--- src/rtl/piso_reg11.sv ---
// -----------------------------------------------------------------------------
// piso_reg11 -- parallel-in, serial-out unloader for an 11-bit word.
//
// Accepts a WIDTH-bit word over a valid/ready handshake and emits it one bit
// per accepted cycle to bit-serial arithmetic stages, LSB-first or MSB-first.
// Back-to-back words can be loaded on the last-bit transfer cycle, which gives
// 100% output duty with no bubble between words.
//
// Ports:
//   clock       in   rising-edge clock
//   reset       in   asynchronous, active-high reset
//   din         in   [WIDTH-1:0] parallel word to serialize
//   load_valid  in   din is valid
//   load_ready  out  block can accept din this cycle
//   msb_first   in   bit order, sampled with din (0 = LSB-first, 1 = MSB-first)
//   sout        out  current serial bit
//   sout_valid  out  sout holds a valid bit
//   sout_ready  in   downstream accepts sout this cycle
//   sout_first  out  sout is bit 0 of the serial stream
//   sout_last   out  sout is the final bit of the word
//   busy        out  word in flight
// -----------------------------------------------------------------------------
module piso_reg11 #(
    parameter int WIDTH = 11
) (
    input  logic             clock,
    input  logic             reset,
    input  logic [WIDTH-1:0] din,
    input  logic             load_valid,
    output logic             load_ready,
    input  logic             msb_first,
    output logic             sout,
    output logic             sout_valid,
    input  logic             sout_ready,
    output logic             sout_first,
    output logic             sout_last,
    output logic             busy
);

    // A 1-bit word still needs a 1-bit counter to keep the port widths legal.
    localparam int CNT_W = (WIDTH > 1) ? $clog2(WIDTH) : 1;
    localparam logic [CNT_W-1:0] CNT_LAST = CNT_W'(WIDTH - 1);

    typedef enum logic {
        IDLE  = 1'b0,
        SHIFT = 1'b1
    } state_t;

    state_t           state_q, state_d;
    logic [WIDTH-1:0] sreg_q, sreg_d;
    logic [CNT_W-1:0] cnt_q, cnt_d;
    logic             msb_q, msb_d;

    logic in_shift;
    logic is_first;
    logic is_last;
    logic xfer;
    logic load_fire;

    // State and datapath registers; reset discards any word in flight at once.
    always_ff @(posedge clock or posedge reset) begin
        if (reset) begin
            state_q <= IDLE;
            sreg_q  <= '0;
            cnt_q   <= '0;
            msb_q   <= 1'b0;
        end else begin
            state_q <= state_d;
            sreg_q  <= sreg_d;
            cnt_q   <= cnt_d;
            msb_q   <= msb_d;
        end
    end

    // Next-state, datapath update and handshake outputs.
    always_comb begin
        state_d   = state_q;
        sreg_d    = sreg_q;
        cnt_d     = cnt_q;
        msb_d     = msb_q;

        in_shift  = (state_q == SHIFT);
        is_first  = in_shift && (cnt_q == '0);
        is_last   = in_shift && (cnt_q == CNT_LAST);
        xfer      = in_shift && sout_ready;

        // Ready depends only on state and sout_ready, never on load_valid,
        // so an upstream that waits for ready cannot form a combinational loop.
        load_ready = (state_q == IDLE) || (is_last && sout_ready);
        load_fire  = load_valid && load_ready;

        if (load_fire) begin
            // Covers both the IDLE load and the zero-bubble reload on the
            // last-bit transfer.
            state_d = SHIFT;
            sreg_d  = din;
            msb_d   = msb_first;
            cnt_d   = '0;
        end else if (xfer) begin
            if (is_last) begin
                state_d = IDLE;
                sreg_d  = '0;
                cnt_d   = '0;
            end else begin
                // Shift toward the active output end with zero fill.
                if (msb_q) begin
                    sreg_d = sreg_q << 1;
                end else begin
                    sreg_d = sreg_q >> 1;
                end
                cnt_d = cnt_q + CNT_W'(1);
            end
        end

        // Outputs are gated by state so they fall with reset without a clock.
        sout_valid = in_shift;
        busy       = in_shift;
        sout_first = is_first;
        sout_last  = is_last;
        sout       = in_shift && (msb_q ? sreg_q[WIDTH-1] : sreg_q[0]);
    end

endmodule
--- config.mk ---
export PLATFORM = sky130hd
export DESIGN_NAME = piso_reg11
export DESIGN_NICKNAME = d
export VERILOG_FILES = /design/src/rtl/piso_reg11.sv
export SDC_FILE = /design/constraint.sdc
export NUM_CORES = 1
export LEC_CHECK = 0
export BUFFER_PORTS_ARGS = -buffer_cell sky130_fd_sc_hd__buf_2
export CAP_MARGIN = 40
export CELL_PAD_IN_SITES_DETAIL_PLACEMENT = 0
export CELL_PAD_IN_SITES_GLOBAL_PLACEMENT = 1
export CORE_UTILIZATION = 36
export DETAILED_ROUTE_END_ITERATION = 7
export GPL_ROUTABILITY_DRIVEN = 0
export PLACE_DENSITY_LB_ADDON = 0.1
export SLEW_MARGIN = 20
export SYNTH_ARGS = -nofsm -noshare
export SYNTH_HDL_FRONTEND = slang
export SYNTH_SLANG_ARGS = --single-unit
--- constraint.sdc ---
create_clock -name clock -period 1.6 [get_ports clock]
set_clock_uncertainty 0.05 [all_clocks]
set_input_delay 0.16 -clock clock [delete_from_list [all_inputs] [get_ports clock]]
set_output_delay 0.16 -clock clock [all_outputs]
set_load 0.02 [all_outputs]
* After elaboration in Yosys (flattened, before gate mapping) *
Cells that the tools add are included.
Widths: inputs -> output; s select.

storage, ports and cells
  flip-flop bits (word level) = 17

operators by class
  add/subtract/negate cells = 1
  eq/ne operators = 1
  mux-type cells = 11
  bitwise operators = 1
  reductions and logical operators = 11

operators with widths
  operator             count
  $mux 11              4
  $mux 4               3
  $logic_and 1x1->1    6
  $add 4x1->4 const B  1
  $eq 4x4->1 const B   1
  $logic_not 4->1      1
  $mux 1               4
  $reduce_bool 2->1    2
  $reduce_and 2->1     1
  $logic_or 1x1->1     1
  $not 1->1            1

* Depth between registers and ports, before layout *
Gate-level depths: netlist of the first run.

  depth after elaboration = 7
  depth in mapped cells = 5

* Least setup slack after synthesis of the first run *
No wires, ideal clock.

  kind = register to output
  start point = register state_q (netlist: busy)
  end point = output port sout_first
  arrival time = 1.505 ns
  data required time = 1.390 ns
  path slack = -0.115 ns
  stages on the path, launching flop included = 4
  cells stage by stage = dfrtp_1 buf_4 inv_2 nor4b_1

on the way
  cells in the longest elaborated chain, start to end = 1

RTL lines
  element                   RTL line  text
  start: declaration        49        state_t state_q, state_d;
  start signal: assignment  68        state_q <= state_d;
  $logic_and 1x1->1         83        is_first = in_shift && (cnt_q == '0);
  end: declaration          35        output logic sout_first,

No other way between the ends.

* Worst setup path in the final report of the first run *
  start point = register cnt_q[1]
  end point = register msb_q

on the way
  cells in the longest elaborated chain, start to end = 5

RTL lines
  element                   RTL line  text
  start: declaration        51        logic [CNT_W-1:0] cnt_q, cnt_d;
  start signal: assignment  70        cnt_q <= cnt_d;
  $eq 4x4->1                84        is_last = in_shift && (cnt_q == CNT_LAST);
  $logic_and 1x1->1         84
  $logic_and 1x1->1         89        load_ready = (state_q == IDLE) || (is_last && sout_ready);
  $logic_or 1x1->1          89
  $logic_and 1x1->1         90        load_fire = load_valid && load_ready;
  end signal: assignment    71        msb_q <= msb_d;
  end: declaration          52        logic msb_q, msb_d;

No other way between the ends.
A chain may end at the register's enable or synchronous reset.

==> results.cfg, run 1 <==
[routing]
drt_drc_violations_left = 0
wirelength_um = 2340
drt.antenna.violating_nets = 0
routed_wire_length_per_instance_um = 13.9
via_count = 882
drt-pass1-iter-count = 4
vias_per_cell = 5.25
drt-initial-drc-count = 24

[sta]
final-setup-viol-count = 1
slew_viols_final = 0
tightestPinTransition_ns = 0.428
fmaxAchievable_mhz = 623
hold-worst-slack_ns = 0.0627
period_needed_ns = 1.61
slew-limit-headroom = 0.707
unrepaired_setup_endpoints_after_global_routing = yes
fin_crit_sh = 1.00
final_hold_viol_count = 0
setup_slack_ns = -0.00612

[power]
static-leakage-power_nw = 0.667
power.density_nw_per_um2 = 1460
ir_drop_uv = 842
total_power_mw = 2.03

[clock_network]
clock_tree.htree_level_count = 1
cts_buffer_depth = 2
clock_tree.root_cell = clkbuf_4
cts.sink_count = 17
cts_made_buffers = 3
tritoncts = yes
worst_skew_late_latency_ns = 0.29
clk_pin_slew_ns = 0.10

[synthesis]
synthesis.area_um2 = 1020
syn-mean-instance-area_um2 = 9.79
warnings_synthesis = 0
post_synth_num_cell_types = 30
synth_seq_cells = 17
mappedNetlistNets = 123
ys_seq_area_frac = 0.418
synthesis.instances = 104
postSynth.topFlopCell = dfrtp_1
synth-edff-count = 0
postSynth.asyncResetShare = 1.00

[critical_path]
timing.critical_path.slowest_cell_delay_ns = 0.43
required_ns = 1.73
worstSetupStartpointType = flop
timing.critical_path.max_delay_family = flip-flops
timing.critical_path.fanout_max = 3
critical_path_arrival_ns = 1.74
endpoint_kind = flop
slowest_stage = dfrtp_1
critical_path.cell_chain = ha_4, and4b_4, buf_4, o21ai_4, mux2_4
worstPathBufferInverterCount = 1
timing_worst_setup_path_type = flop to flop

[layout]
layout_cell_share_with_drive_strength_beyond_1 = 0.428
multi_input_gate_area_um2 = 596
num-nets-final = 158
number_of_fillers_in_the_final_layout = 256
final_common_cell = buf_2
final_cell_area_um2 = 1390
stdcell_count = 168
mostFrequentLayoutCells = buf_2 (18), dfrtp_1 (16), nand2_1 (13), buf_4 (13)
n_antenna_cell = 0
layout-area-overhead-vs-synth_pct = 36.0
seq_area_um2 = 427

[global_route]
number_of_antenna_violations_at_the_first_check_in_global_routing = 0
globalRoute.totalOverflow = 0
maximum_number_of_pins_on_one_net_before_global_route_repair = 18
grt_first_pass_wirelength_um = 3550
global_route.usage.total = 0.168
via_count_of_the_first_global_routing_pass = 773

[floorplan]
die_height_um = 55.2
die_area_um2 = 3050
initial_utilization = 0.397
site_rows = 18
floorplan.die.width_um = 55.2
design.core.area_um2 = 2570
num_io_pins = 22

[run]
cap_viol_max_count = 0

[placed_design]
placedInstanceArea_um2 = 1210
placement.io_buffers = 21
placedCellCount = 159
dp_hpwl_um = 1670

[status]
status = finished, violations left
failed_checks = setup timing

[min_path]
min_delay_worst_type = input port to flop
==> cell families after synthesis <==
group	Yosys count	synth area share
AOI/OAI and AO/OA	21	0.166
buffers and inverters	20	0.0872
adders and majority gates	3	0.0369
muxes	13	0.134
DFF	17	0.418
and+or+nand+nor	30	0.158
==> sequential cells by signal, indices dropped and copies added (netlist names) <==
name,flops
busy,1
cnt_q,4
msb_q,1
sreg_q,11
==> worst paths after layout <==
kind | start | to | slack [ns] | cells after the start
setup / recovery | cnt_q[1] | msb_q | -0.006 | 5
hold / removal | msb_first | msb_q | 0.06 | 2
setup reg to reg | cnt_q[1] | msb_q | -0.006 | 5
hold reg to reg | sreg_q[3] | sreg_q[3] | 0.48 | 2
max in group asynchronous | reset | busy | 0.94 | 4
min in group asynchronous | reset | msb_q | 0.36 | 4
==> cell usage after synthesis, drive strengths merged (2+ instances only) <==
master,number,area (um^2)
ha,3,37.5
nor2,3,11.3
o221ai,9,78.8
buf,5,32.5
o211ai,2,15.0
dfrtp,17,425
nand2b,3,18.8
o21ai,3,26.3
nand2,13,48.8
mux2i,11,110
nand4b,2,17.5
nand3,2,10.0
inv,14,52.6
a31oi,3,18.8
nor2b,2,12.5
mux2,2,26.3
==> routing by layer <==
layer / routed length, um / vias up / global-route usage / share of wire
met2: 1050 / 23 / 0.265 / 0.45
met4: 15 / 0 / 0.0250 / 0.0064
met5: 0 / - / 0 / 0
li1: - / 445 / - / -
met3: 121 / 2 / 0.0519 / 0.052
met1: 1150 / 412 / 0.229 / 0.49
==> stage by stage <==
stage                      util  setup WS [ns]   TNS, ns
after floorplan               -         0.0298         0
after global placement    0.470          0.152         0
after detailed placement  0.470          0.117         0
after CTS                 0.498        -0.0235   -0.0291
after global routing      0.539        -0.0921    -0.462
final                     0.539       -0.00612  -0.00612
==> cell type report <==
type	instances	area share
Tap cell	30	0.0271
Sequential cell	17	0.308
Clock buffer	3	0.0163
Clock inverter	1	0.00361
Timing Repair Buffer	36	0.175
Multi-Input combinational cell	67	0.430
Inverter	14	0.0397
==> power breakdown <==
group	switching, mW	total [mW]	internal, mW
combinational	0.468	1.01	0.541
clock	0.140	0.233	0.0929
sequential	0.179	0.784	0.605
total	0.787	2.03	1.24
==> what timing repair did <==
item | 4_1_cts | 5_1_grt
endpoints found under the setup margin | 2 | 12
hold endpoints to repair | 17 | 0
gates cloned | 0 | 1
resized for setup | 6 | 19
setup buffers | 2 | 1
hold buffers | 1 | 0
pin swaps | 2 | 2
No activity file was read; power rests on OpenSTA's default activity.
==> run 2, diff against run 1 <==
- CORE_UTILIZATION: 36 -> 43
- clock period: 1.6 -> 1.9 ns (I/O delays scaled with it)
==> results.cfg, run 2 (synthesized netlist as in run 1, its figures left out) <==
[floorplan]
design.core.area_um2 = 2210
num_io_pins = 22
die_height_um = 50.7
site_rows = 17
die_area_um2 = 2570
floorplan.die.width_um = 50.7
initial_utilization = 0.460

[layout]
reg_top3 = sreg_q: 11 flops, cnt_q: 4 flops
seq_area_um2 = 427
largest_register_ff_count = 11
layout_cell_share_with_drive_strength_beyond_1 = 0.268
num-nets-final = 147
n_antenna_cell = 0
regMostFlops = sreg_q
number_of_fillers_in_the_final_layout = 212
layout-area-overhead-vs-synth_pct = 16.1
mostFrequentLayoutCells = buf_2 (21), dfrtp_1 (16), inv_1 (13), nand2_1 (13), mux2i_1 (11)
post-route-util = 0.535
final_common_cell = buf_2
multi_input_gate_area_um2 = 504

[clock_network]
clock_tree.root_cell = clkbuf_4
clock_tree.htree_level_count = 1
cts_buffer_depth = 2
cts_made_buffers = 3
worst_skew_late_latency_ns = 0.29
cts.sink_count = 17
clk_pin_slew_ns = 0.10
tritoncts = yes

[sta]
slew_viols_final = 0
period_needed_ns = 1.81
tightestPinTransition_ns = 0.642
finalSetupTns_ns = 0
slew-limit-headroom = 0.571
unrepaired_setup_endpoints_after_global_routing = no
final_hold_viol_count = 0
fin_crit_sh = 0.954
fmaxAchievable_mhz = 552
final-setup-viol-count = 0

[routing]
drt-initial-drc-count = 14
wirelength_um = 2060
vias_per_cell = 5.25
via_count = 813
drt_drc_violations_left = 0
drt.antenna.violating_nets = 0
drt-pass1-iter-count = 4
routed_wire_length_per_instance_um = 13.3

[critical_path]
required_ns = 1.66
endpoint_kind = primary output
timing.rr.start = cnt_q[0]
timing.reg2reg.worst_path_depth = 5
worstSetupStartpointType = flop
timing.critical_path.fanout_max = 4
worst_setup_path_endpoint = load_ready
critical_path_arrival_ns = 1.57
worstReg2RegEnd = msb_q
timing_worst_setup_path_type = flop to primary output
crit_startpoint = cnt_q[0]
rrSetupSlack_ns = 0.24

[global_route]
maximum_number_of_pins_on_one_net_before_global_route_repair = 18
number_of_antenna_violations_at_the_first_check_in_global_routing = 0
global_route.usage.total = 0.191
met2_usage = 0.289
grtUsageMet3 = 0.0485
gr-usage-met1 = 0.248
globalRoute.totalOverflow = 0
grt_most_used_layer = met2
grt_first_pass_wirelength_um = 3640
via_count_of_the_first_global_routing_pass = 825

[min_path]
min_delay_worst_type = input port to flop
worst_hold_path.num_cells = 2

[power]
power.density_nw_per_um2 = 1230
ir_drop_uv = 506
static-leakage-power_nw = 0.594

[run]
cap_viol_max_count = 0

[placed_design]
dp_hpwl_um = 1520
placement.io_buffers = 21

[status]
status = complete, no violations
## run 2: changes by cell type in the layout (fill, tap and decap cells not counted), moves of 2 or more
cell	before	now
ha_4	2	0
inv_1	11	13
buf_6	4	0
ha_1	1	3
buf_2	18	21
buf_4	13	3
o221ai_2	7	0
o221ai_1	2	9
## run 2: cell type report
cell class,count,area share
multi-input cells,67,0.426
flip-flops and latches,17,0.361
repair buffers,25,0.116
inverters,14,0.0444
well taps,28,0.0296
clock buffers,4,0.0222
## run 2: critical path: stages (launching register included)
cell and delay, ns:
dfrtp_1 0.42, inv_1 0.09, ha_1 0.19, and4b_4 0.29
nand2b_1 0.13, buf_2 0.17
## run 2: through the flow
stage / setup slack (ns) / instance area (um^2) / hold slack [ns] / total power [mW] / std cells
finish: 0.0870 / 1180 / 0.0708 / 1.46 / 155
global route: 0.00417 / 1180 / 0.0531 / 1.58 / 155
CTS: 0.0566 / 1170 / 0.0592 / 1.46 / 154
detailed placement: 0.240 / 1140 / 0.269 / 1.26 / 149
global placement: 0.259 / 1140 / 0.256 / 1.25 / 149
floorplan: 0.155 / 1020 / 0.0661 / 1.12 / 104
## run 2: report_power, final
| part | switching, mW | total (mW) | internal, mW |
|---|---|---|---|
| logic | 0.250 | 0.552 | 0.302 |
| clock network | 0.115 | 0.197 | 0.0816 |
| registers | 0.200 | 0.709 | 0.509 |
| total | 0.565 | 1.46 | 0.892 |
## run 2: how the worst min path moves through the flow
stage,endpoint,startpoint,slack (ns)
6_report,msb_q,msb_first,0.07
5_1_grt,msb_q,msb_first,0.05
4_1_cts,msb_q,msb_first,0.06
3_5_place_dp,cnt_q[1],reset,0.27
3_3_place_gp,busy,reset,0.26
2_1_floorplan,busy,reset,0.07
## run 2: repair_timing
action,4_1_cts,5_1_grt
endpoints found under the hold margin,17,0
setup buffers,0,1
setup endpoints to repair,0,2
hold buffers,1,0
resized for setup,0,1
## run 2: metal layers
layer	up-vias	wire, um
li1	419	-
met2	12	977
met5	-	0
met4	0	14
met1	378	1020
met3	4	46
==> run 3, diff against run 2 <==
- CELL_PAD_IN_SITES_DETAIL_PLACEMENT: 0 -> 1
==> results.cfg, run 3 (synthesized netlist as in run 1, its figures left out) <==
[routing]
drt-initial-drc-count = 10
drt_drc_violations_left = 0
drt.antenna.violating_nets = 0
wirelength_um = 2400
routed_wire_length_per_instance_um = 15.5
vias_per_cell = 5.50
via_count = 853
drt-pass1-iter-count = 4

[sta]
final_hold_viol_count = 0
final-setup-viol-count = 0
period_needed_ns = 1.81
fmaxAchievable_mhz = 553
tightestPinTransition_ns = 0.636
fin_crit_sh = 0.952
slew_viols_final = 0
slew-limit-headroom = 0.576
finalSetupTns_ns = 0
unrepaired_setup_endpoints_after_global_routing = no

[global_route]
via_count_of_the_first_global_routing_pass = 889
gr-usage-met1 = 0.264
grt_first_pass_wirelength_um = 4030
globalRoute.totalOverflow = 0
grtUsageMet3 = 0.0424
global_route.usage.total = 0.214
number_of_antenna_violations_at_the_first_check_in_global_routing = 0
met2_usage = 0.360
maximum_number_of_pins_on_one_net_before_global_route_repair = 18
grt_most_used_layer = met2

[run]
cap_viol_max_count = 0

[power]
clock_power_share = 0.134
static-leakage-power_nw = 0.597
ir_drop_uv = 690
total_power_mw = 1.48
power.density_nw_per_um2 = 1250
share_comb_of_total_power = 0.384
power.share.switching = 0.400
p_int_mw = 0.890
portion_of_total_power_attributed_to_sequential_cells = 0.482
p_switching_mw = 0.593

[critical_path]
critical_path_arrival_ns = 1.57
rrSetupSlack_ns = 0.25
worstSetupStartpointType = flop
timing.critical_path.max_delay_family = simple AND/OR/NAND/NOR gates
slowest_stage = dfrtp_1
required_ns = 1.66
timing.critical_path.slowest_cell_delay_ns = 0.41
critical_path.cell_chain = inv_1, ha_1, and4b_4, nand2b_1, buf_2
worstPathBufferInverterCount = 2
timing.critical_path.fanout_max = 4
endpoint_kind = primary output
timing_worst_setup_path_type = flop to primary output

[floorplan]
initial_utilization = 0.460
site_rows = 17
floorplan.die.width_um = 50.7
die_area_um2 = 2570
num_io_pins = 22
design.core.area_um2 = 2210
die_height_um = 50.7

[layout]
stdcell_count = 155
largest_register_ff_count = 11
final_common_cell = buf_2
regMostFlops = sreg_q
reg_top3 = sreg_q: 11 flops, cnt_q: 4 flops
mostFrequentLayoutCells = buf_2 (21), dfrtp_1 (16), inv_1 (13), nand2_1 (13), mux2i_1 (11)
num-nets-final = 147
n_antenna_cell = 0
layout-area-overhead-vs-synth_pct = 16.2
layout_cell_share_with_drive_strength_beyond_1 = 0.276

[placed_design]
placedCellCount = 149
placement.io_buffers = 21
dp_hpwl_um = 1770

[clock_network]
clk_pin_slew_ns = 0.11
clock_tree.root_cell = clkbuf_4
cts.sink_count = 17
worst_skew_late_latency_ns = 0.29
cts_buffer_depth = 2
clock_tree.htree_level_count = 1
tritoncts = yes
cts_made_buffers = 3

[status]
status = complete, no violations

[min_path]
min_delay_worst_type = input port to flop
-- run 3: cell count changes in the layout (fill, tap and decap cells not counted), sizes merged --
cell and delta:
clkinv +1, clkbuf -1
-- run 3: what timing repair did --
action                                 in CTS  in global routing
setup buffers                               0                  1
gates resized for setup                     0                  1
setup endpoints to repair                   0                  2
endpoints found under the hold margin      17                  0
hold buffers                                1                  0
-- run 3: per-stage QoR --
| stage | hold WS [ns] | util | setup slack (ns) | instance area [um^2] |
|---|---|---|---|---|
| after detailed placement | 0.263 | 0.514 | 0.204 | 1140 |
| final | 0.0672 | 0.535 | 0.0906 | 1180 |
| after global placement | 0.256 | 0.514 | 0.259 | 1140 |
| after CTS | 0.0597 | 0.531 | 0.0433 | 1170 |
| after floorplan | 0.0661 | - | 0.155 | 1020 |
| after global routing | 0.0544 | 0.535 | 0.00333 | 1180 |
-- run 3: final timing paths --
path	startpoint	end	cells after the start
min	msb_first	msb_q	2
max reg2reg	cnt_q[1]	msb_q	4
min in group asynchronous	reset	sreg_q[2]	3
min reg2reg	sreg_q[7]	sreg_q[7]	2
max	cnt_q[0]	load_ready	5
max in group asynchronous	reset	busy	3
-- run 3: cell type report --
| cell class | count | area, um^2 |
|---|---|---|
| sequential | 17 | 427 |
| clock inverter | 1 | 5.00 |
| multi-input combinational | 67 | 504 |
| fill | 275 | 1030 |
| clock buffer | 3 | 22.5 |
| inverter | 14 | 52.6 |
| tap | 28 | 35.0 |
| timing repair buffer | 25 | 138 |
-- run 3: power by group through the flow --
stage | clock (mW) | sequential, mW | combinational [mW]
2_1_floorplan | 0 | 0.616 | 0.500
3_3_place_gp | 0 | 0.713 | 0.536
3_5_place_dp | 0 | 0.721 | 0.559
4_1_cts | 0.204 | 0.713 | 0.563
5_1_grt | 0.216 | 0.737 | 0.640
6_report | 0.199 | 0.715 | 0.569
-- run 3: per-layer routing --
metal / share of wire / vias to the layer above
li1: - / 419
met1: 0.47 / 424
met2: 0.50 / 8
met3: 0.019 / 2
met4: 0.0067 / 0
met5: 0 / -
